===== src/rtl/output_serializer_pkg.sv =====
// Shared types and sizing helpers for the output serializer.
package output_serializer_pkg;

    typedef enum logic {
        SER_IDLE  = 1'b0,
        SER_SHIFT = 1'b1
    } ser_state_t;

    // Width of the bit counter needed to count 0..width-1.
    function automatic int SER_CNT_W(input int width);
        return $clog2(width);
    endfunction

endpackage


===== src/rtl/output_slot_buffer.sv =====
// Two-slot ping-pong word store feeding the serializer's shift register.
module output_slot_buffer
    import output_serializer_pkg::*;
#(
    parameter int DATA_WIDTH = 8
) (
    input  logic                  clk,
    input  logic                  reset,
    input  logic [DATA_WIDTH-1:0] data_input,
    input  logic                  accept,
    input  logic                  load,
    output logic [DATA_WIDTH-1:0] load_data,
    output logic                  not_empty,
    output logic                  buffer_ready
);

    logic [DATA_WIDTH-1:0] slot [2];
    logic                  wr_sel;
    logic                  rd_sel;
    logic [1:0]            count;
    logic [1:0]            count_next;

    // Occupancy after this edge; a simultaneous accept and load cancel out.
    always_comb begin
        count_next = count;
        unique case ({accept, load})
            2'b10:   count_next = count + 2'd1;
            2'b01:   count_next = count - 2'd1;
            default: count_next = count;
        endcase
    end

    // Slot writes, pointer toggles, occupancy and the registered ready flag.
    always_ff @(posedge clk) begin
        if (reset) begin
            slot[0]      <= '0;
            slot[1]      <= '0;
            wr_sel       <= 1'b0;
            rd_sel       <= 1'b0;
            count        <= '0;
            buffer_ready <= 1'b0;
        end else begin
            if (accept) begin
                slot[wr_sel] <= data_input;
                wr_sel       <= ~wr_sel;
            end
            if (load) begin
                rd_sel <= ~rd_sel;
            end
            count        <= count_next;
            buffer_ready <= (count_next < 2'd2);
        end
    end

    assign load_data = slot[rd_sel];
    assign not_empty = (count != 2'd0);

endmodule


===== src/rtl/output_serializer.sv =====
// MSB-first parallel-to-serial transmitter with a two-word input buffer.
module output_serializer
    import output_serializer_pkg::*;
#(
    parameter int DATA_WIDTH = 8
) (
    input  logic                  clk,
    input  logic                  reset,
    input  logic [DATA_WIDTH-1:0] data_input,
    input  logic                  data_valid,
    output logic                  buffer_ready,
    input  logic                  bit_tick,
    output logic                  serial_out,
    output logic                  serial_valid,
    output logic                  frame_done,
    output logic                  busy
);

    localparam int CNT_W = SER_CNT_W(DATA_WIDTH);
    localparam logic [CNT_W-1:0] LAST_BIT = CNT_W'(DATA_WIDTH - 1);

    ser_state_t            state;
    ser_state_t            state_next;
    logic [DATA_WIDTH-1:0] shift_reg;
    logic [DATA_WIDTH-1:0] shift_next;
    logic [CNT_W-1:0]      bit_cnt;
    logic [CNT_W-1:0]      bit_cnt_next;
    logic                  frame_done_next;
    logic                  accept;
    logic                  load;
    logic [DATA_WIDTH-1:0] load_data;
    logic                  not_empty;

    assign accept = data_valid && buffer_ready;

    output_slot_buffer #(
        .DATA_WIDTH(DATA_WIDTH)
    ) u_buf (
        .clk         (clk),
        .reset       (reset),
        .data_input  (data_input),
        .accept      (accept),
        .load        (load),
        .load_data   (load_data),
        .not_empty   (not_empty),
        .buffer_ready(buffer_ready)
    );

    // Next-state, shifter update and buffer load request.
    always_comb begin
        state_next      = state;
        shift_next      = shift_reg;
        bit_cnt_next    = bit_cnt;
        load            = 1'b0;
        frame_done_next = 1'b0;
        unique case (state)
            SER_IDLE: begin
                if (not_empty) begin
                    load         = 1'b1;
                    shift_next   = load_data;
                    bit_cnt_next = '0;
                    state_next   = SER_SHIFT;
                end
            end
            SER_SHIFT: begin
                if (bit_tick) begin
                    if (bit_cnt == LAST_BIT) begin
                        frame_done_next = 1'b1;
                        // Reload on the final tick so consecutive frames abut.
                        if (not_empty) begin
                            load         = 1'b1;
                            shift_next   = load_data;
                            bit_cnt_next = '0;
                        end else begin
                            state_next = SER_IDLE;
                        end
                    end else begin
                        shift_next   = {shift_reg[DATA_WIDTH-2:0], 1'b0};
                        bit_cnt_next = bit_cnt + CNT_W'(1);
                    end
                end
            end
            default: state_next = SER_IDLE;
        endcase
    end

    // State register and shifter datapath registers.
    always_ff @(posedge clk) begin
        if (reset) begin
            state      <= SER_IDLE;
            shift_reg  <= '0;
            bit_cnt    <= '0;
            frame_done <= 1'b0;
        end else begin
            state      <= state_next;
            shift_reg  <= shift_next;
            bit_cnt    <= bit_cnt_next;
            frame_done <= frame_done_next;
        end
    end

    assign serial_valid = (state == SER_SHIFT);
    assign serial_out   = (state == SER_SHIFT) ? shift_reg[DATA_WIDTH-1] : 1'b0;
    assign busy         = (state == SER_SHIFT) || not_empty;

endmodule

===== config.mk =====
export PLATFORM = sky130hd
export DESIGN_NAME = output_serializer
export DESIGN_NICKNAME = d
export VERILOG_FILES = /design/src/rtl/output_serializer_pkg.sv /design/src/rtl/output_slot_buffer.sv /design/src/rtl/output_serializer.sv
export SDC_FILE = /design/constraint.sdc
export NUM_CORES = 1
export LEC_CHECK = 0
export CAP_MARGIN = 20
export CELL_PAD_IN_SITES_DETAIL_PLACEMENT = 1
export CELL_PAD_IN_SITES_GLOBAL_PLACEMENT = 1
export CORE_ASPECT_RATIO = 1.25
export CORE_UTILIZATION = 39
export CTS_CLUSTER_SIZE = 10
export DETAILED_ROUTE_END_ITERATION = 6
export PLACE_DENSITY_LB_ADDON = 0.15
export SLEW_MARGIN = 0
export SYNTH_ARGS = -nofsm -noshare
export SYNTH_HDL_FRONTEND = slang
export SYNTH_SLANG_ARGS = --single-unit

===== constraint.sdc =====
create_clock -name clk -period 1.8 [get_ports clk]
set_input_delay 0.36 -clock clk [delete_from_list [all_inputs] [get_ports clk]]
set_output_delay 0.36 -clock clk [all_outputs]
set_load 0.1 [all_outputs]

==> results by group, run 1 <==
Final layout
  – Max FFs per register: 16
  – Fraction of layout cells with a size suffix above 1: 0.297
  – Commonest cells after routing, fill and taps aside: nor2_1 (22), and2_1 (16), dfxtp_1 (16), edfxtp_1 (16), clkdlybuf4s50_1 (11)
  – Leading cell type in the layout, fill and taps excluded: nor2_1
  – Area grow syn2layout: 31.3%
  – Final core utilization: 0.553
  – Nets: 169
  – # diodes: 0
  – Post-Layout Cell Count: slightly below 200

Worst hold path
  – Worst hold path type: reg -> reg

Yosys
  – Net count after synthesis: 139
  – Post-Synthesis Cells: 124
  – Top post-synthesis cells by area: edfxtp_1 (32%), dfxtp_1 (25%), and2_1 (7.1%), nor2_1 (5.7%), a2111oi_2 (5.0%)
  – Synth warn: 0
  – Flops & latches, synth: 35
  – Cell taking the most area after synthesis: edfxtp_1
  – Synth top area share: 0.319
  – Mapped Area: approximately 1500 um2
  – Mean area per synthesized cell: around 12 um2
  – Seq/Total Area, Yosys: 0.572
  – Number of distinct library cells after synthesis: 31

STA
  – Max Slew Vio Count: 0
  – Clock Skew: 0.00510 ns
  – F_max: 580 MHz
  – Final min period: 1.72 ns
  – Slew margin rel.: 0.560
  – Setup violations, final: 0
  – Hold Vio Cnt, Final: 0
  – TNS Setup: 0 ns
  – Tcrit/Tclk final: 0.958
  – Worst-Margin Slew: 0.655 ns

Placed design
  – Routability Congestion: approximately 0.7
  – DP HPWL: 2280 um
  – Placed insts: 186
  – Port bufs: 16

Worst setup path
  – Crit Path Category: reg -> reg
  – R2R setup slack: 0.08 ns
  – CP dominant cell by count: ha_4
  – Worst path cell trace: ha_2 -> ha_4 -> nand2_2 -> a21oi_4 -> ha_4 -> xnor2_2 -> nor2_4 -> xor2_2 -> nor2b_2
  – CP peak stage delay: 0.34 ns
  – Worst Setup Start Kind: flip-flop
  – Reg2Reg Depth: 9
  – WP data required: 1.98 ns
  – Worst endpoint data arrival time: 1.91 ns
  – Crit path from: bit_cnt[1]
  – Crit. End Element: flip-flop
  – Worst R2R Start: bit_cnt[1]
  – Crit Path Max Fanout: 5
  – Crit-path slowest cell: dfxtp_1

Global route
  – Largest net degree at the start of global routing: 16
  – Total track usage: 0.171
  – Vias in the first global route: 1115
  – Total congestion overflow: 0
  – Initial antenna violation count: 0
  – First-pass GRT wire length: 5130 um

Clock network
  – CTS Buf Count: 5
  – # Post-CTS Setup Buffers: 0
  – # H-tree levels: 2
  – Clk sinks: 35
  – Worst-path clk slew: approximately 0.070 ns
  – Root buf cell: clkbuf_8
  – Max Buffers Root-to-Sink: 2
  – CTS tree: yes
  – Clk_lat worst skew: 0.29 ns

Pwr
  – Pleak: about 0.75 nW
  – VDD IR-drop max: about 0.86 mV
  – P per Cell Area: 1580 nW/um2

Floorplanning
  – Die Area: a little over 4000 um2
  – Core Footprint: 3570 um2
  – Placement Rows: 24
  – Total I/O pin count: 17
  – Die Span Y: 71.5 um
  – Initial Utilization: 0.421
  – Die width: 57.6 um

Route
  – Drt first pass iters: 6
  – DR vias/cell: 5.36
  – DRC: 2
  – Wire length per cell: 15.6 um
  – ANT nets after route: 0
  – Initial DRC Count: 17
  – WL final: just over 3000 um
  – Via count: 1039

Job
  – Max-Cap Viols: 0

Outcome
  – Failing checks: DRC
  – Outcome: complete, but fails checks
Yosys cell counts (all sizes together):
| master | instances |
|---|---|
| nor2 | 24 |
| dfxtp | 19 |
| and2 | 17 |
| edfxtp | 16 |
| a2111oi | 5 |
| mux2i | 5 |
| nand2 | 5 |
| a22oi | 3 |
| ha | 3 |
| mux2 | 3 |
| xor2 | 3 |
| a21oi | 2 |
| a222oi | 2 |
| buf | 2 |
| nor3b | 2 |
| or2 | 2 |
| xnor2 | 2 |
| a211oi | 1 |
| and2b | 1 |
| clkbuf | 1 |
| inv | 1 |
| nor2b | 1 |
| nor3 | 1 |
| o21bai | 1 |
| o32a | 1 |
| o32ai | 1 |
area by class of cell:
| class | count | area (um2) |
|---|---|---|
| Fill cell | 376 | 1600 |
| Inverter | 1 | 3.75 |
| Clock inverter | 1 | 5.00 |
| Sequential cell | 35 | 865 |
| Clock buffer | 7 | 86.3 |
| Tap cell | 39 | 48.8 |
| Multi-Input combinational cell | 85 | 683 |
| Timing Repair Buffer | 26 | 285 |
where the power goes:
| group | switching, mW | internal [mW] | total (mW) |
|---|---|---|---|
| Clock | 0.276 | 0.308 | 0.585 |
| Sequential | 0.132 | 1.03 | 1.16 |
| Combinational | 0.760 | 0.615 | 1.38 |
worst max-delay path: cells and delay by family (launching register included):
kind,cells,cell delay (ns)
AO/OA/AOI/OAI,1,0.19
XOR/XNOR,2,0.27
adder cells (fa/ha/maj),3,0.52
flip-flops,1,0.34
AND/OR/NAND/NOR,3,0.29
what timing repair did:
action                                  in CTS  in global routing
pin swaps                                    1                  1
hold buffers                                 0                  0
endpoints found under the setup margin       2                  2
resized for setup                            2                  7
per-layer routing:
| metal | global-route usage | up-vias | wire length [um] |
|---|---|---|---|
| li1 | - | 499 | - |
| met1 | 0.180 | 511 | 1180 |
| met2 | 0.304 | 24 | 1650 |
| met3 | 0.0487 | 5 | 124 |
| met4 | 0.0894 | 0 | 64 |
| met5 | 0 | - | 0 |
how the worst min path moves through the flow:
stage / depth (start not counted) / startpoint / end
floorplan: 1 / reset / shift_reg[6]
global placement: 1 / bit_cnt[0] / bit_cnt[0]
detailed placement: 1 / bit_cnt[0] / bit_cnt[0]
finish: 1 / bit_cnt[0] / bit_cnt[0]
CTS: 1 / bit_cnt[0] / bit_cnt[0]
global route: 1 / bit_cnt[0] / bit_cnt[0]
through the flow:
stage	cell area [um2]	hold slack, ns	worst slack [ns]	power, mW
6_report	1980	0.449	0.0761	3.12
5_1_grt	1980	0.481	-0.00510	3.29
4_1_cts	1950	0.494	0.0219	3.09
3_5_place_dp	1840	0.484	-0.197	2.49
3_3_place_gp	1840	0.466	-0.0722	2.43
2_1_floorplan	1520	0.436	-0.122	2.04
logic make-up after synthesis:
family,share of synthesized area
mux,0.0557
flops,0.572
simple gates,0.179
compound gates,0.128
buf+inv,0.0116
fa+ha+maj,0.0249
xor+xnor,0.0291
(Power assumes the default switching activity.)
==> run 2, diff against run 1 <==
==> constraint.sdc (replaced) <==
create_clock -name clk -period 1.59 [get_ports clk]
set_input_delay 0.318 -clock clk [delete_from_list [all_inputs] [get_ports clk]]
set_output_delay 0.318 -clock clk [all_outputs]
set_load 0.1 [all_outputs]
==> run 2 against run 1 <==
The run ends with DRC, setup timing left. Total power grew 17%. Flip-flop and latch count unchanged. Die area stayed put. Sequential share of layout area fell by 2.6 points. Cell count grew 3.6%. First-iteration DRC count is 12% lower. Critical path depth shrank 3. Register-to-register slack got worse by 0.14 ns. Routed wire length grew 0.20%. Critical path type unchanged. Largest cell class unchanged. Largest power group unchanged.
==> results by group, run 2 (synthesized netlist as in run 1, its figures left out) <==
Outcome
  – Outcome: complete, but fails checks
  – Failing checks: DRC, setup timing

Clock network
  – CTS Buf Count: 5 (unchanged)
  – Root buf cell: clkbuf_8
  – Worst-path clk slew: 0.06 ns (about the same)
  – Clk_lat worst skew: 0.28 ns (about the same)
  – # H-tree levels: 2 (unchanged)
  – Clk sinks: 35 (unchanged)
  – Max Buffers Root-to-Sink: 2 (unchanged)
  – CTS tree: yes

Worst hold path
  – HP Start: shift_reg[0]
  – Min-Delay Endpoint: shift_reg[0]
  – Worst hold path type: reg -> reg
  – WHS Path Cells: 2 (+1)

STA
  – TNS Setup: -0.104 ns (-0.104 ns)
  – PnR worst setup slack: -0.0598 ns (-0.136 ns)
  – Hold Vio Cnt, Final: 0 (unchanged)
  – Max Slew Vio Count: 0 (unchanged)
  – Final min period: 1.65 ns (-0.0741 ns)
  – RSZ-0062 raised after global routing: yes
  – Tcrit/Tclk final: 1.04 (+0.0799)
  – Worst hold slack: 0.526 ns (+0.0769 ns)
  – Clock Skew: 0.00177 ns (-0.00333 ns)
  – Setup violations, final: 3 (+3)
  – F_max: 606 MHz (+4.5%)
  – Worst-Margin Slew: 0.451 ns (-0.204 ns)
  – Slew margin rel.: 0.698 (+0.137)

Final layout
  – Nets: 176 (+4.1%)
  – Leading cell type in the layout, fill and taps excluded: nor2_1
  – Area grow syn2layout: 40.6%
  – Fraction of layout cells with a size suffix above 1: 0.389 (+0.0921)
  – # diodes: 0 (unchanged)
  – Final Instance Area: 2120 um2 (+7.0%)
  – Max FFs per register: 16 (unchanged)
  – Number of fill cells: 362 (-3.7%)
  – Commonest cells after routing, fill and taps aside: nor2_1 (18), and2_1 (16), edfxtp_1 (16), dfxtp_1 (15), buf_4 (15)

Placed design
  – Dpl cell area: 1950 um2 (+5.7%)
  – DP HPWL: 2280 um (about the same)
  – Port bufs: 16 (unchanged)
  – Routability Congestion: 0.701 (-2.1%)
  – Pre-CTS setup slack: -0.318 ns (-0.122 ns)

Floorplanning
  – Placement Rows: 24 (unchanged)
  – Initial Utilization: 0.421 (unchanged)
  – Die Span Y: 71.5 um (unchanged)
  – Core Footprint: 3570 um2 (unchanged)
  – Die Area: 4110 um2 (unchanged)
  – Total I/O pin count: 17 (unchanged)
  – Die width: 57.6 um (unchanged)

Route
  – Initial DRC Count: 15 (-2)
  – DR vias/cell: 5.25 (-2.0%)
  – ANT nets after route: 0 (unchanged)
  – DRC: 1 (-1)
  – Via count: 1055 (+1.5%)
  – Wire length per cell: 15.1 um (-3.3%)
  – WL final: 3030 um (+0.20%)
  – Drt first pass iters: 6 (unchanged)

Global route
  – Largest net degree at the start of global routing: 20 (+4)
  – Total track usage: 0.172 (+0.00147)
  – Total congestion overflow: 0 (unchanged)
  – First-pass GRT wire length: 5290 um (+3.1%)
  – Initial antenna violation count: 0 (unchanged)
  – Vias in the first global route: 1128 (+1.2%)

Worst setup path
  – Crit Path Max Fanout: 6 (+1)
  – Worst R2R Start: bit_cnt[0]
  – WP data required: 1.79 ns (-0.19 ns)
  – Worst reg2reg endpoint: bit_cnt[0]
  – Worst Setup Start Kind: flip-flop
  – Reg2Reg Depth: 6 (-3)
  – R2R setup slack: -0.06 ns (-0.14 ns)
  – Crit Path Category: reg -> reg
  – Crit path from: bit_cnt[0]
  – Crit. End Element: flip-flop
  – Worst endpoint data arrival time: 1.85 ns (-0.06 ns)

Job
  – Max-Cap Viols: 0 (unchanged)

Pwr
  – P per Cell Area: 1720 nW/um2 (+9.1%)
  – VDD IR-drop max: 0.678 mV (-21%)
  – Pleak: 0.815 nW (+8.4%)
[run 2: worst max path at each step]
stage,to,slack [ns]
6_report,bit_cnt[0],-0.06
5_1_grt,bit_cnt[0],-0.1
4_1_cts,bit_cnt[0],-0.07
3_5_place_dp,u_buf.slot[0][3],-0.32
3_3_place_gp,flip-flop,-0.22
2_1_floorplan,flip-flop,-0.12
[run 2: final cells by class]
type	instances	area (um2)	area share
clock buffers	8	80.1	0.0378
inverters	1	3.75	0.00177
multi-input cells	85	758	0.358
flip-flops and latches	35	871	0.412
well taps	39	48.8	0.0231
repair buffers	33	354	0.167
[run 2: repair_timing]
item	4_1_cts	5_1_grt
pin swaps	8	9
hold endpoints to repair	0	0
setup endpoints to repair	14	13
setup buffers	1	3
hold buffers	0	0
gates resized for setup	3	12
[run 2: power breakdown]
part           internal (mW)  switching, mW
registers               1.17          0.183
logic                  0.794          0.892
clock network          0.311          0.293
total                   2.27           1.37
[run 2: critical path, stage by stage, from the launching register on]
cell and delay, ns:
dfxtp_2 0.35, ha_4 0.15, ha_4 0.15, and2b_2 0.25, o32a_4 0.38, buf_6 0.13
a211oi_2 0.16
[run 2: layer usage]
layer,up-vias,part of all wire,GRT usage
met5,-,0,0
met4,0,0.015,0.0569
li1,514,-,-
met2,20,0.56,0.318
met1,516,0.38,0.189
met3,5,0.037,0.0433
[run 2: per-stage QoR]
step / power [mW] / instances / utilization
after CTS: 3.52 / 198 / 0.572
final: 3.64 / 201 / 0.592
after floorplan: 2.37 / 124 / -
after global placement: 2.86 / 190 / 0.546
after global routing: 3.86 / 201 / 0.592
after detailed placement: 2.92 / 190 / 0.546
==> run 3, diff against run 2 <==
--- a/config.mk
+++ b/config.mk
@@ -13,6 +13,7 @@
 export CTS_CLUSTER_SIZE = 10
 export DETAILED_ROUTE_END_ITERATION = 6
 export PLACE_DENSITY_LB_ADDON = 0.15
+export SETUP_SLACK_MARGIN = 0.4
 export SLEW_MARGIN = 0
 export SYNTH_ARGS = -nofsm -noshare
 export SYNTH_HDL_FRONTEND = slang
==> run 3 against run 2 <==
The flow still finishes with violations (DRC, setup timing). Sequential share of layout area fell by 4.6 points. Count of clock-buffer cells in the layout is 2 lower. Routed wire length is 16% higher. Sequential power is 3% higher. Largest power group unchanged. Setup slack got worse by 0.089 ns. Fmax is 5.1% lower. Cell count grew 7.0%. Clock power grew 3.5%. Total power is 22% higher. Flip-flop and latch count unchanged.
==> results by group, run 3 (synthesized netlist as in run 1, its figures left out) <==
Floorplanning
  – Die Area: 4110 um2 (unchanged)
  – Placement Rows: 24 (unchanged)
  – Total I/O pin count: 17 (unchanged)
  – Core Footprint: 3570 um2 (unchanged)
  – Die Span Y: 71.5 um (unchanged)
  – Die width: 57.6 um (unchanged)
  – Initial Utilization: 0.421 (unchanged)

STA
  – Max Slew Vio Count: 0 (unchanged)
  – Slew margin rel.: 0.778 (+0.0801)
  – PnR worst setup slack: -0.149 ns (-0.0894 ns)
  – F_max: 575 MHz (-5.1%)
  – Worst-Margin Slew: 0.324 ns (-0.127 ns)
  – Clock Skew: 0.00774 ns (+0.00597 ns)
  – Final min period: 1.74 ns (+0.0894 ns)
  – Tcrit/Tclk final: 1.09 (+0.0562)
  – TNS Setup: -1.25 ns (-1.14 ns)
  – Hold Vio Cnt, Final: 0 (unchanged)
  – RSZ-0062 raised after global routing: yes
  – Setup violations, final: 14 (+11)

Final layout
  – Nets: 190 (+8.0%)
  – Max FFs per register: 16 (unchanged)
  – Leading cell type in the layout, fill and taps excluded: nor2_1
  – Commonest cells after routing, fill and taps aside: nor2_1 (18), buf_4 (17), and2_1 (16), edfxtp_1 (16), dfxtp_1 (12)
  – Area grow syn2layout: 59.0%
  – # diodes: 0 (unchanged)
  – Fraction of layout cells with a size suffix above 1: 0.466 (+0.0770)

Worst hold path
  – Worst hold path type: reg -> reg

Clock network
  – Clk sinks: 35 (unchanged)
  – Root buf cell: clkbuf_8
  – # H-tree levels: 2 (unchanged)
  – CTS Hold Buffers Added: 0 (unchanged)
  – CTS tree: yes
  – CTS Buf Count: 5 (unchanged)
  – Worst-path clk slew: 0.07 ns (about the same)
  – Clk_lat worst skew: 0.28 ns (about the same)
  – Max Buffers Root-to-Sink: 2 (unchanged)

Route
  – DR vias/cell: 5.19 (-1.1%)
  – Initial DRC Count: 41 (+26)
  – DRC: 1 (unchanged)
  – WL final: 3530 um (+16%)
  – Drt first pass iters: 7 (+1)
  – Via count: 1116 (+5.8%)
  – Wire length per cell: 16.4 um (+8.8%)
  – ANT nets after route: 0 (unchanged)

Worst setup path
  – Crit Path Max Fanout: 5 (-1)
  – Worst Setup Start Kind: flip-flop
  – Crit. End Element: flip-flop
  – R2R setup slack: -0.15 ns (-0.09 ns)
  – Worst endpoint data arrival time: 1.89 ns (+0.04 ns)
  – WP data required: 1.74 ns (-0.05 ns)
  – Crit Path Category: reg -> reg

Global route
  – Total congestion overflow: 0 (unchanged)
  – Vias in the first global route: 1198 (+6.2%)
  – Total track usage: 0.185 (+0.0128)
  – First-pass GRT wire length: 5610 um (+6.1%)
  – Initial antenna violation count: 0 (unchanged)
  – Largest net degree at the start of global routing: 19 (-5.0%)

Placed design
  – Pre-CTS setup slack: -0.255 ns (+0.0639 ns)
  – Port bufs: 16 (unchanged)
  – DP HPWL: 2230 um (-2.3%)
  – Routability Congestion: 0.721 (+2.8%)

Job
  – Max-Cap Viols: 0 (unchanged)

Pwr
  – VDD IR-drop max: 0.826 mV (+22%)
  – P per Cell Area: 1850 nW/um2 (+7.5%)
  – Pleak: 0.930 nW (+14%)

Outcome
  – Outcome: complete, but fails checks
  – Failing checks: DRC, setup timing
## run 3: cell types whose count changed in the layout (fill, tap and decap cells not counted), moves of 3 or more
cell     delta
buf_6       +9
dfxtp_1     -3
dfxtp_2     +3
nor2_2      -3
nor2_4      +3
## run 3: layout make-up
cell class,instances,area [um2]
Fill cell,335,1180
Sequential cell,35,875
Clock buffer,6,72.6
Clock inverter,2,12.5
Multi-Input combinational cell,85,846
Timing Repair Buffer,47,536
Tap cell,39,48.8
Inverter,1,3.75
## run 3: stage by stage
step / cells / hold slack (ns) / utilization / total power [mW] / area [um2]
after floorplan: 124 / 0.397 / - / 2.46 / 1630
after global placement: 191 / 0.482 / 0.564 / 2.98 / 2020
after detailed placement: 191 / 0.508 / 0.564 / 3.05 / 2020
after CTS: 207 / 0.526 / 0.632 / 4.13 / 2260
after global routing: 215 / 0.548 / 0.670 / 4.64 / 2390
final: 215 / 0.537 / 0.670 / 4.43 / 2390
## run 3: final timing paths
kind                                    from           end  cells past startpoint
worst min register to register  shift_reg[6]  shift_reg[6]                      2
worst max register to register    bit_cnt[1]  shift_reg[7]                      8
worst max-delay path              bit_cnt[1]  shift_reg[7]                      8
worst min-delay path            shift_reg[6]  shift_reg[6]                      2
## run 3: timing repair
item,CTS,global route
pin swaps,9,14
cloned,1,0
gates resized for setup,18,14
endpoints found under the setup margin,51,36
setup buffers,7,8
## run 3: critical path, cell delays in order, from the launching register on
cell,delay (ns)
dfxtp_2,0.34
ha_4,0.16
ha_4,0.16
and2b_2,0.24
buf_6,0.11
o32ai_4,0.07
buf_6,0.14
a222oi_1,0.29
nor2_1,0.10
## run 3: report_power, final
| part | internal, mW | total, mW | switching [mW] | leakage [nW] |
|---|---|---|---|---|
| clock network | 0.307 | 0.625 | 0.319 | 0.0428 |
| logic | 1.29 | 2.42 | 1.13 | 0.561 |
| registers | 1.17 | 1.39 | 0.211 | 0.327 |
| total | 2.77 | 4.43 | 1.66 | 0.930 |
## run 3: metal layers
| layer | GRT usage | vias up | share of wire |
|---|---|---|---|
| li1 | - | 545 | - |
| met3 | 0.0487 | 2 | 0.033 |
| met4 | 0.0732 | 0 | 0.0060 |
| met1 | 0.208 | 548 | 0.39 |
| met2 | 0.329 | 21 | 0.57 |
| met5 | 0 | - | 0 |
